### src/rtl/knap_search_ctrl.sv
// Exhaustive subset sequencer for a combinational knapsack feasibility checker.
// Walks every item subset once, streams feasible ones over valid/ready and counts them.
module knap_search_ctrl #(
    parameter int unsigned N_ITEMS       = 21,
    parameter int unsigned STOP_ON_FIRST = 0
) (
    input  logic               clk,
    input  logic               rst,
    input  logic               start,
    input  logic               abort,
    output logic [N_ITEMS-1:0] items_o,
    input  logic               valid_i,
    output logic               sol_valid,
    input  logic               sol_ready,
    output logic [N_ITEMS-1:0] sol_data,
    output logic               busy,
    output logic               done,
    output logic               aborted,
    output logic [N_ITEMS:0]   sol_count
);

    localparam int unsigned CNT_W = N_ITEMS + 1;

    localparam logic [1:0] S_IDLE  = 2'd0;
    localparam logic [1:0] S_SCAN  = 2'd1;
    localparam logic [1:0] S_FLUSH = 2'd2;
    localparam logic [1:0] S_DONE  = 2'd3;

    localparam logic [N_ITEMS-1:0] ALL_ONES = '1;

    logic [1:0]         state;
    logic [1:0]         state_nxt;
    logic [N_ITEMS-1:0] items_nxt;
    logic [N_ITEMS-1:0] sol_data_nxt;
    logic               sol_valid_nxt;
    logic               busy_nxt;
    logic               done_nxt;
    logic               aborted_nxt;
    logic [N_ITEMS:0]   sol_count_nxt;
    logic               slot_free;
    logic               stop_hit;

    // items_o doubles as the candidate register; it is only advanced when the output slot is free
    assign slot_free = !sol_valid || sol_ready;
    assign stop_hit  = (STOP_ON_FIRST != 0) && valid_i;

    always_ff @(posedge clk) begin
        if (rst) begin
            state <= S_IDLE;
        end else begin
            state <= state_nxt;
        end
    end

    always_comb begin
        state_nxt     = state;
        items_nxt     = items_o;
        sol_data_nxt  = sol_data;
        sol_valid_nxt = sol_valid;
        aborted_nxt   = aborted;
        sol_count_nxt = sol_count;

        case (state)
            S_IDLE: begin
                if (start) begin
                    items_nxt     = '0;
                    sol_count_nxt = '0;
                    aborted_nxt   = 1'b0;
                    state_nxt     = S_SCAN;
                end
            end
            S_SCAN: begin
                // abort wins over a same-cycle hit: the hit is neither counted nor emitted
                if (abort) begin
                    sol_valid_nxt = 1'b0;
                    aborted_nxt   = 1'b1;
                    state_nxt     = S_DONE;
                end else if (slot_free) begin
                    if (valid_i) begin
                        sol_data_nxt  = items_o;
                        sol_valid_nxt = 1'b1;
                        sol_count_nxt = sol_count + CNT_W'(1);
                    end else begin
                        sol_valid_nxt = 1'b0;
                    end
                    if (items_o == ALL_ONES || stop_hit) begin
                        state_nxt = S_FLUSH;
                    end else begin
                        items_nxt = items_o + N_ITEMS'(1);
                    end
                end
            end
            S_FLUSH: begin
                if (abort) begin
                    sol_valid_nxt = 1'b0;
                    aborted_nxt   = 1'b1;
                    state_nxt     = S_DONE;
                end else if (slot_free) begin
                    sol_valid_nxt = 1'b0;
                    state_nxt     = S_DONE;
                end
            end
            default: begin
                state_nxt = S_IDLE;
            end
        endcase

        done_nxt = (state_nxt == S_DONE);
        busy_nxt = (state_nxt != S_IDLE);
    end

    always_ff @(posedge clk) begin
        if (rst) begin
            items_o   <= '0;
            sol_data  <= '0;
            sol_valid <= 1'b0;
            busy      <= 1'b0;
            done      <= 1'b0;
            aborted   <= 1'b0;
            sol_count <= '0;
        end else begin
            items_o   <= items_nxt;
            sol_data  <= sol_data_nxt;
            sol_valid <= sol_valid_nxt;
            busy      <= busy_nxt;
            done      <= done_nxt;
            aborted   <= aborted_nxt;
            sol_count <= sol_count_nxt;
        end
    end

endmodule

### config.mk
export PLATFORM = sky130hd
export DESIGN_NAME = knap_search_ctrl
export DESIGN_NICKNAME = d
export VERILOG_FILES = /design/src/rtl/knap_search_ctrl.sv
export SDC_FILE = /design/constraint.sdc
export NUM_CORES = 1
export LEC_CHECK = 0
export CAP_MARGIN = 20
export CORE_MARGIN = 8
export CORE_UTILIZATION = 45
export CTS_BUF_LIST = sky130_fd_sc_hd__clkbuf_4
export DETAILED_ROUTE_END_ITERATION = 8
export DONT_BUFFER_PORTS = 1
export GPL_TIMING_DRIVEN = 0
export REMOVE_ABC_BUFFERS = 1
export SETUP_SLACK_MARGIN = 0.02
export SYNTH_ARGS = -nofsm -noshare
export SYNTH_HDL_FRONTEND = slang
export SYNTH_SLANG_ARGS = --single-unit
### constraint.sdc
create_clock -name clk -period 4.5 [get_ports clk]
set_input_delay 1.125 -clock clk [delete_from_list [all_inputs] [get_ports clk]]
set_output_delay 1.125 -clock clk [all_outputs]
set_load 0.03 [all_outputs]
==> results.sh, run 1 <==
export IMPL_avgRoutedWirePerCell_um=16.8
export IMPL_hold_buffers=0
export IMPL_cts_root_buffer="clkbuf_4"
export IMPL_p_leak_uw=0.00113
export IMPL_synth_top_cells_by_area="dfxtp_1 (41%), a21oi_1 (8.0%), nand2_1 (6.7%)"
export IMPL_fp_dieH_um=103
export IMPL_yosysTopAreaCell="dfxtp_1"
export IMPL_startpoint_type="flip-flop"
export IMPL_core_area_mm2=0.00757
export IMPL_drtAntennaViolNets=0
export IMPL_synth_main_ff_cell="dfxtp_1"
export IMPL_grt_util_all_layers=0.163
export IMPL_final_setup_skew_ns=0.0152
export IMPL_critPathKind="reg2reg"
export IMPL_tightest_slew_ns=0.871
export IMPL_dr_total_vias=2904
export IMPL_hold_path_class="reg2reg"
export IMPL_endpoint="items_o[6]"
export IMPL_fillers=735
export IMPL_worstReg2RegEnd="items_o[6]"
export IMPL_critPathLaunch="state[1]"
export IMPL_numPortBuffers=0
export IMPL_die_w_um=103
export IMPL_cts_resized=0
export IMPL_grt_overflow=0
export IMPL_status="finished clean"
export IMPL_synthArstFlopShare=0
export IMPL_fin_crit_sh=0.627
export IMPL_tns_ns=0
export IMPL_fin_nets=401
export IMPL_area_growth_pct=5.44
export IMPL_maxCapViolCount=0
export IMPL_slew_violations=0
export IMPL_cts_buffer_depth=2
export IMPL_ys_types=53
export IMPL_drt_initial_drc_count=152
export IMPL_setup_viol=0
export IMPL_r2r_worst_path_cells=7
export IMPL_post_cts_setup_buffer_count=0
export IMPL_ctsHtreeMaxLevel=3
export IMPL_power_density_mw_per_mm2=450
export IMPL_syn_cell_area_mm2=0.00343
export IMPL_drive_gt1_frac=0.0840
export IMPL_cts_inserted_buffers=9
export IMPL_synth_seq_cells=70
export IMPL_post_drt_via_cell_ratio=5.87
export IMPL_final_area_mm2=0.00361
export IMPL_dp_hpwl_um=5630
export IMPL_rrSetupSlack_ns=1.68
export IMPL_synth_edf_count=0
export IMPL_yosysWarnings=0
export IMPL_ir_drop_mv=0.251
export IMPL_dpl_cell_area_mm2=0.00341
export IMPL_clock_sinks=70
export IMPL_reg2reg_from="state[1]"
export IMPL_worstPathRequired_ns=4.86
export IMPL_drc=0
export IMPL_arrival_ns=3.18
export IMPL_diodes=0
export IMPL_rsz0062_at_grt="no"
export IMPL_path_max_fanout=23
export IMPL_cts_tree="done"
export IMPL_routabilityCongestion=0.743
export IMPL_grt_pass1_vias=2624
export IMPL_syn_mean_instance_area_um2=8.59
export IMPL_antenna_found_initial=0
export IMPL_period_needed_ns=2.82
export IMPL_fp_row_count=32
export IMPL_drtPass1Iterations=4
export IMPL_cp_end_kind="flip-flop"
export IMPL_die_area_mm2=0.0107
export IMPL_grt_max_degree=36
export IMPL_hold_violations=0
export IMPL_synth_cells=399
export IMPL_grt_first_pass_wirelength_um=13400
export IMPL_clkTransAtPathRegs_ns=0.12
export IMPL_start_util=0.453
export IMPL_synth_top_cell_area_share=0.409
export IMPL_clk_latency_ns=0.43
export IMPL_seq_area_frac_synth=0.409
export IMPL_io_pins=74
export IMPL_relSlewSlack=0.418
export IMPL_drt_total_wl_um=8310
export IMPL_max_clock_freq_mhz=355
-- critical path, stage by stage, from the launching register on --
cell and delay [ns]:
dfxtp_1 0.40, inv_1 0.10, ha_1 0.54, nand2b_4 0.09, o2bb2ai_2 0.48, nand2_2 0.40, or4_1 0.61, a21oi_1 0.15
-- metal layers --
layer,track usage,vias up,share of wire
met1,0.196,1378,0.44
met3,0.0663,9,0.089
li1,-,1445,-
met4,0.0701,0,0.017
met2,0.250,72,0.46
met5,0,-,0
-- how the worst min path moves through the flow --
| stage | cells after the start | slack, ns | to | startpoint |
|---|---|---|---|---|
| after floorplan | 2 | 0.58 | sol_data[0] | sol_data[0] |
| after global placement | 2 | 0.59 | sol_data[1] | sol_data[1] |
| after detailed placement | 2 | 0.60 | sol_data[4] | sol_data[4] |
| after CTS | 2 | 0.61 | sol_data[4] | sol_data[4] |
| after global routing | 2 | 0.64 | sol_data[9] | sol_data[9] |
| final | 2 | 0.61 | sol_data[4] | sol_data[4] |
-- layout by cell type, fill, tap and decap left out, drive strengths merged, types with 2 or more instances in the layout --
cell type   n
nor2b       2
nand3      21
clkbuf      9
nand2      62
and3        6
nor4        6
and2        2
a31oi       3
and4        6
o21ai       5
bufinv      4
nor3        8
o31ai      21
nand2b      9
a21oi      55
inv         8
clkinv      3
or3         3
or4        22
dfxtp      70
ha          7
nor2       20
xor2        6
o21bai      2
xnor2       3
o22ai       2
nand4      14
mux2i       4
-- area by class of cell --
class,instances,area [um2],area share
timing repair buffer,1,11.3,0.00312
clock buffer,9,67.6,0.0187
multi-input combinational,298,1840,0.509
sequential,70,1400,0.388
inverter,8,30.0,0.00831
clock inverter,7,136,0.0377
tap,102,128,0.0353
-- registers in the layout, indices dropped and copies added, names as in the netlist --
name and flops:
sol_count 22, busy 1, done 1, items_o 21
state 2, sol_valid 1, aborted 1, sol_data 21
-- synthesized netlist by cell type (2+ instances only) --
| cell | instances |
|---|---|
| a21oi_1 | 55 |
| a31oi_1 | 3 |
| and2_1 | 2 |
| and3_1 | 5 |
| and4_1 | 4 |
| and4_4 | 2 |
| buf_2 | 2 |
| buf_6 | 5 |
| clkbuf_1 | 11 |
| clkbuf_8 | 3 |
| dfxtp_1 | 70 |
| ha_1 | 7 |
| inv_1 | 8 |
| mux2i_1 | 4 |
| nand2_1 | 61 |
| nand2b_1 | 7 |
| nand3_1 | 18 |
| nand3_2 | 2 |
| nand4_1 | 13 |
| nor2_1 | 20 |
| nor2b_1 | 2 |
| nor3_1 | 7 |
| nor4_1 | 4 |
| nor4_4 | 2 |
| o21ai_0 | 3 |
| o21ai_1 | 2 |
| o22ai_1 | 2 |
| o31ai_1 | 21 |
| or3_1 | 2 |
| or4_1 | 22 |
| xnor2_1 | 3 |
| xor2_1 | 6 |
-- logic make-up (layout without fill, tap and decap cells) --
logic type / count (synthesis) / after routing / synth area share
AO/OA/AOI/OAI: 94 / 94 / 0.165
flip-flops: 70 / 70 / 0.409
buffers and inverters: 31 / 25 / 0.0580
multiplexers: 4 / 4 / 0.0117
AND/OR/NAND/NOR: 184 / 184 / 0.308
XOR/XNOR: 9 / 9 / 0.0230
adder cells (fa/ha/maj): 7 / 7 / 0.0255
-- where the power goes --
group | switching [uW] | internal, uW
logic | 273 | 88.5
registers | 51.2 | 640
clock network | 241 | 334
total | 564 | 1060
-- metrics by stage --
stage	hold WS [ns]	total power, uW	std cells	worst slack, ns	util
after floorplan	0.578	964	376	1.86	-
after global placement	0.593	1050	478	1.05	0.448
after detailed placement	0.596	1070	479	1.52	0.451
after CTS	0.613	1640	495	1.69	0.478
after global routing	0.637	1720	495	1.47	0.478
final	0.607	1630	495	1.68	0.478
Note: power is estimated with default switching activity, not from simulation.
==> run 2, diff against run 1 <==
==> constraint.sdc (replaced) <==
create_clock -name clk -period 2.9 [get_ports clk]
set_input_delay 0.725 -clock clk [delete_from_list [all_inputs] [get_ports clk]]
set_output_delay 0.725 -clock clk [all_outputs]
set_load 0.03 [all_outputs]
==> results.sh, run 2 (synthesis gave the netlist of run 1 again) <==
export IMPL_max_clock_freq_mhz=378
export IMPL_critPathMaxStageDelay_ns=0.61
export IMPL_drive_gt1_frac=0.0865
export IMPL_path_buf_inv=1
export IMPL_largest_reg_flops=22
export IMPL_cts_tree="done"
export IMPL_power_density_mw_per_mm2=699
export IMPL_switching_power_uw=876
export IMPL_worstPathRequired_ns=3.26
export IMPL_cts_inserted_buffers=9
export IMPL_cts_root_buffer="clkbuf_4"
export IMPL_maxCapViolCount=0
export IMPL_setup_viol=0
export IMPL_p_comb_frac=0.223
export IMPL_clkPwrFrac=0.353
export IMPL_grt_max_degree=36
export IMPL_hold_buffers=0
export IMPL_core_area_mm2=0.00757
export IMPL_reg_top3="sol_count: 22 flops, items_o: 21 flops, sol_data: 21 flops"
export IMPL_clkTransAtPathRegs_ns=0.13
export IMPL_drtPass1Iterations=4
export IMPL_routabilityCongestion=0.743
export IMPL_cts_buffer_depth=2
export IMPL_clock_sinks=70
export IMPL_cp_cell_sequence="inv_1 > ha_2 > nand2b_4 > o2bb2ai_2 > nand2_2 > or4_1 > a21oi_1"
export IMPL_dp_hpwl_um=5630
export IMPL_drt_initial_drc_count=151
export IMPL_multi_input_area_mm2=0.00184
export IMPL_worst_slack_ns=0.255
export IMPL_ctsHtreeMaxLevel=3
export IMPL_tightest_slew_ns=0.900
export IMPL_crit_family="simple AND/OR/NAND/NOR gates"
export IMPL_clk_latency_ns=0.43
export IMPL_rsz0062_at_grt="no"
export IMPL_final_setup_skew_ns=0.0159
export IMPL_top_register="sol_count"
export IMPL_status="finished clean"
export IMPL_die_w_um=103
export IMPL_fillers=736
export IMPL_sequentialPowerShare=0.424
export IMPL_area_growth_pct=5.51
export IMPL_diodes=0
export IMPL_die_area_mm2=0.0107
export IMPL_post_drt_via_cell_ratio=5.86
export IMPL_dpl_worst_slack_ns=0.123
export IMPL_io_pins=74
export IMPL_intPower_uw=1650
export IMPL_startpoint_type="flip-flop"
export IMPL_worst_path_max_delay_cell="or4_1"
export IMPL_grt_util_all_layers=0.163
export IMPL_fp_dieH_um=103
export IMPL_ir_drop_mv=0.392
export IMPL_final_cell_mix="dfxtp_1 (70), nand2_1 (61), a21oi_1 (55), or4_1 (22), o31ai_1 (21)"
export IMPL_fp_row_count=32
export IMPL_fin_nets=401
export IMPL_critPathKind="reg2reg"
export IMPL_grt_overflow=0
export IMPL_drc=0
export IMPL_start_util=0.453
export IMPL_period_needed_ns=2.65
export IMPL_arrival_ns=3.00
export IMPL_drt_total_wl_um=8320
export IMPL_numPortBuffers=0
export IMPL_slew_violations=0
export IMPL_fin_crit_sh=0.912
export IMPL_grt_pass1_vias=2624
export IMPL_hold_violations=0
export IMPL_antenna_found_initial=0
export IMPL_layout_commonest_cell="dfxtp_1"
export IMPL_dr_total_vias=2903
export IMPL_hold_path_class="in2reg"
export IMPL_regArea_mm2=0.00140
export IMPL_avgRoutedWirePerCell_um=16.8
export IMPL_fin_util=0.478
export IMPL_relSlewSlack=0.398
export IMPL_drtAntennaViolNets=0
export IMPL_cp_end_kind="flip-flop"
export IMPL_p_leak_uw=0.00113
export IMPL_path_max_fanout=23
export IMPL_p_sw_frac=0.346
export IMPL_grt_first_pass_wirelength_um=13400
==> run 2: cell counts in the layout (fill, tap and decap cells not counted) <==
Identical to the previous run, type by type.
==> run 2: repair_timing <==
item / 4_1_cts / 5_1_grt
gates resized for setup: 0 / 1
setup endpoints to repair: 0 / 18
setup buffers: 0 / 0
endpoints found under the hold margin: 0 / 0
==> run 2: per-layer routing <==
layer / track usage / up-vias / wire, um
met4: 0.0701 / 0 / 138
met1: 0.196 / 1378 / 3640
met5: 0 / - / 0
met2: 0.250 / 72 / 3820
met3: 0.0663 / 9 / 722
li1: - / 1444 / -
==> run 2: area by class of cell <==
cell class | instances | area share
clock buffer | 9 | 0.0187
clock inverter | 7 | 0.0377
inverter | 8 | 0.00830
multi-input combinational | 298 | 0.510
sequential | 70 | 0.387
tap | 102 | 0.0353
timing repair buffer | 1 | 0.00311
==> run 2: worst paths after layout <==
path / slack [ns] / from / cells past startpoint / to
setup / recovery: 0.25 / state[1] / 7 / items_o[6]
hold / removal: 0.34 / rst / 1 / sol_data[9]
setup reg to reg: 0.25 / state[1] / 7 / items_o[6]
hold reg to reg: 0.61 / sol_data[4] / 2 / sol_data[4]
==> run 2: stage by stage <==
stage / total power [uW] / instances / hold slack, ns / cell area [um2] / TNS, ns
2_1_floorplan: 1500 / 376 / 0.578 / 3260 / 0
3_3_place_gp: 1630 / 478 / 0.593 / 3390 / -9.09
3_5_place_dp: 1650 / 479 / 0.596 / 3410 / 0
4_1_cts: 2550 / 495 / 0.313 / 3610 / 0
5_1_grt: 2670 / 495 / 0.299 / 3620 / 0
6_report: 2530 / 495 / 0.342 / 3620 / 0
==> run 2: worst register-to-register path: cells and delay by family, from the launching register on <==
family	cells	cell delay, ns
flops	1	0.39
compound gates	2	0.62
fa+ha+maj	1	0.37
buf+inv	1	0.11
simple gates	3	1.09
==> run 2: power by group through the flow <==
stage | sequential, uW | combinational [uW] | clock, uW
floorplan | 1080 | 414 | 0
global placement | 1100 | 537 | 0
detailed placement | 1090 | 559 | 0
CTS | 1070 | 563 | 911
global route | 1080 | 633 | 957
finish | 1070 | 564 | 891
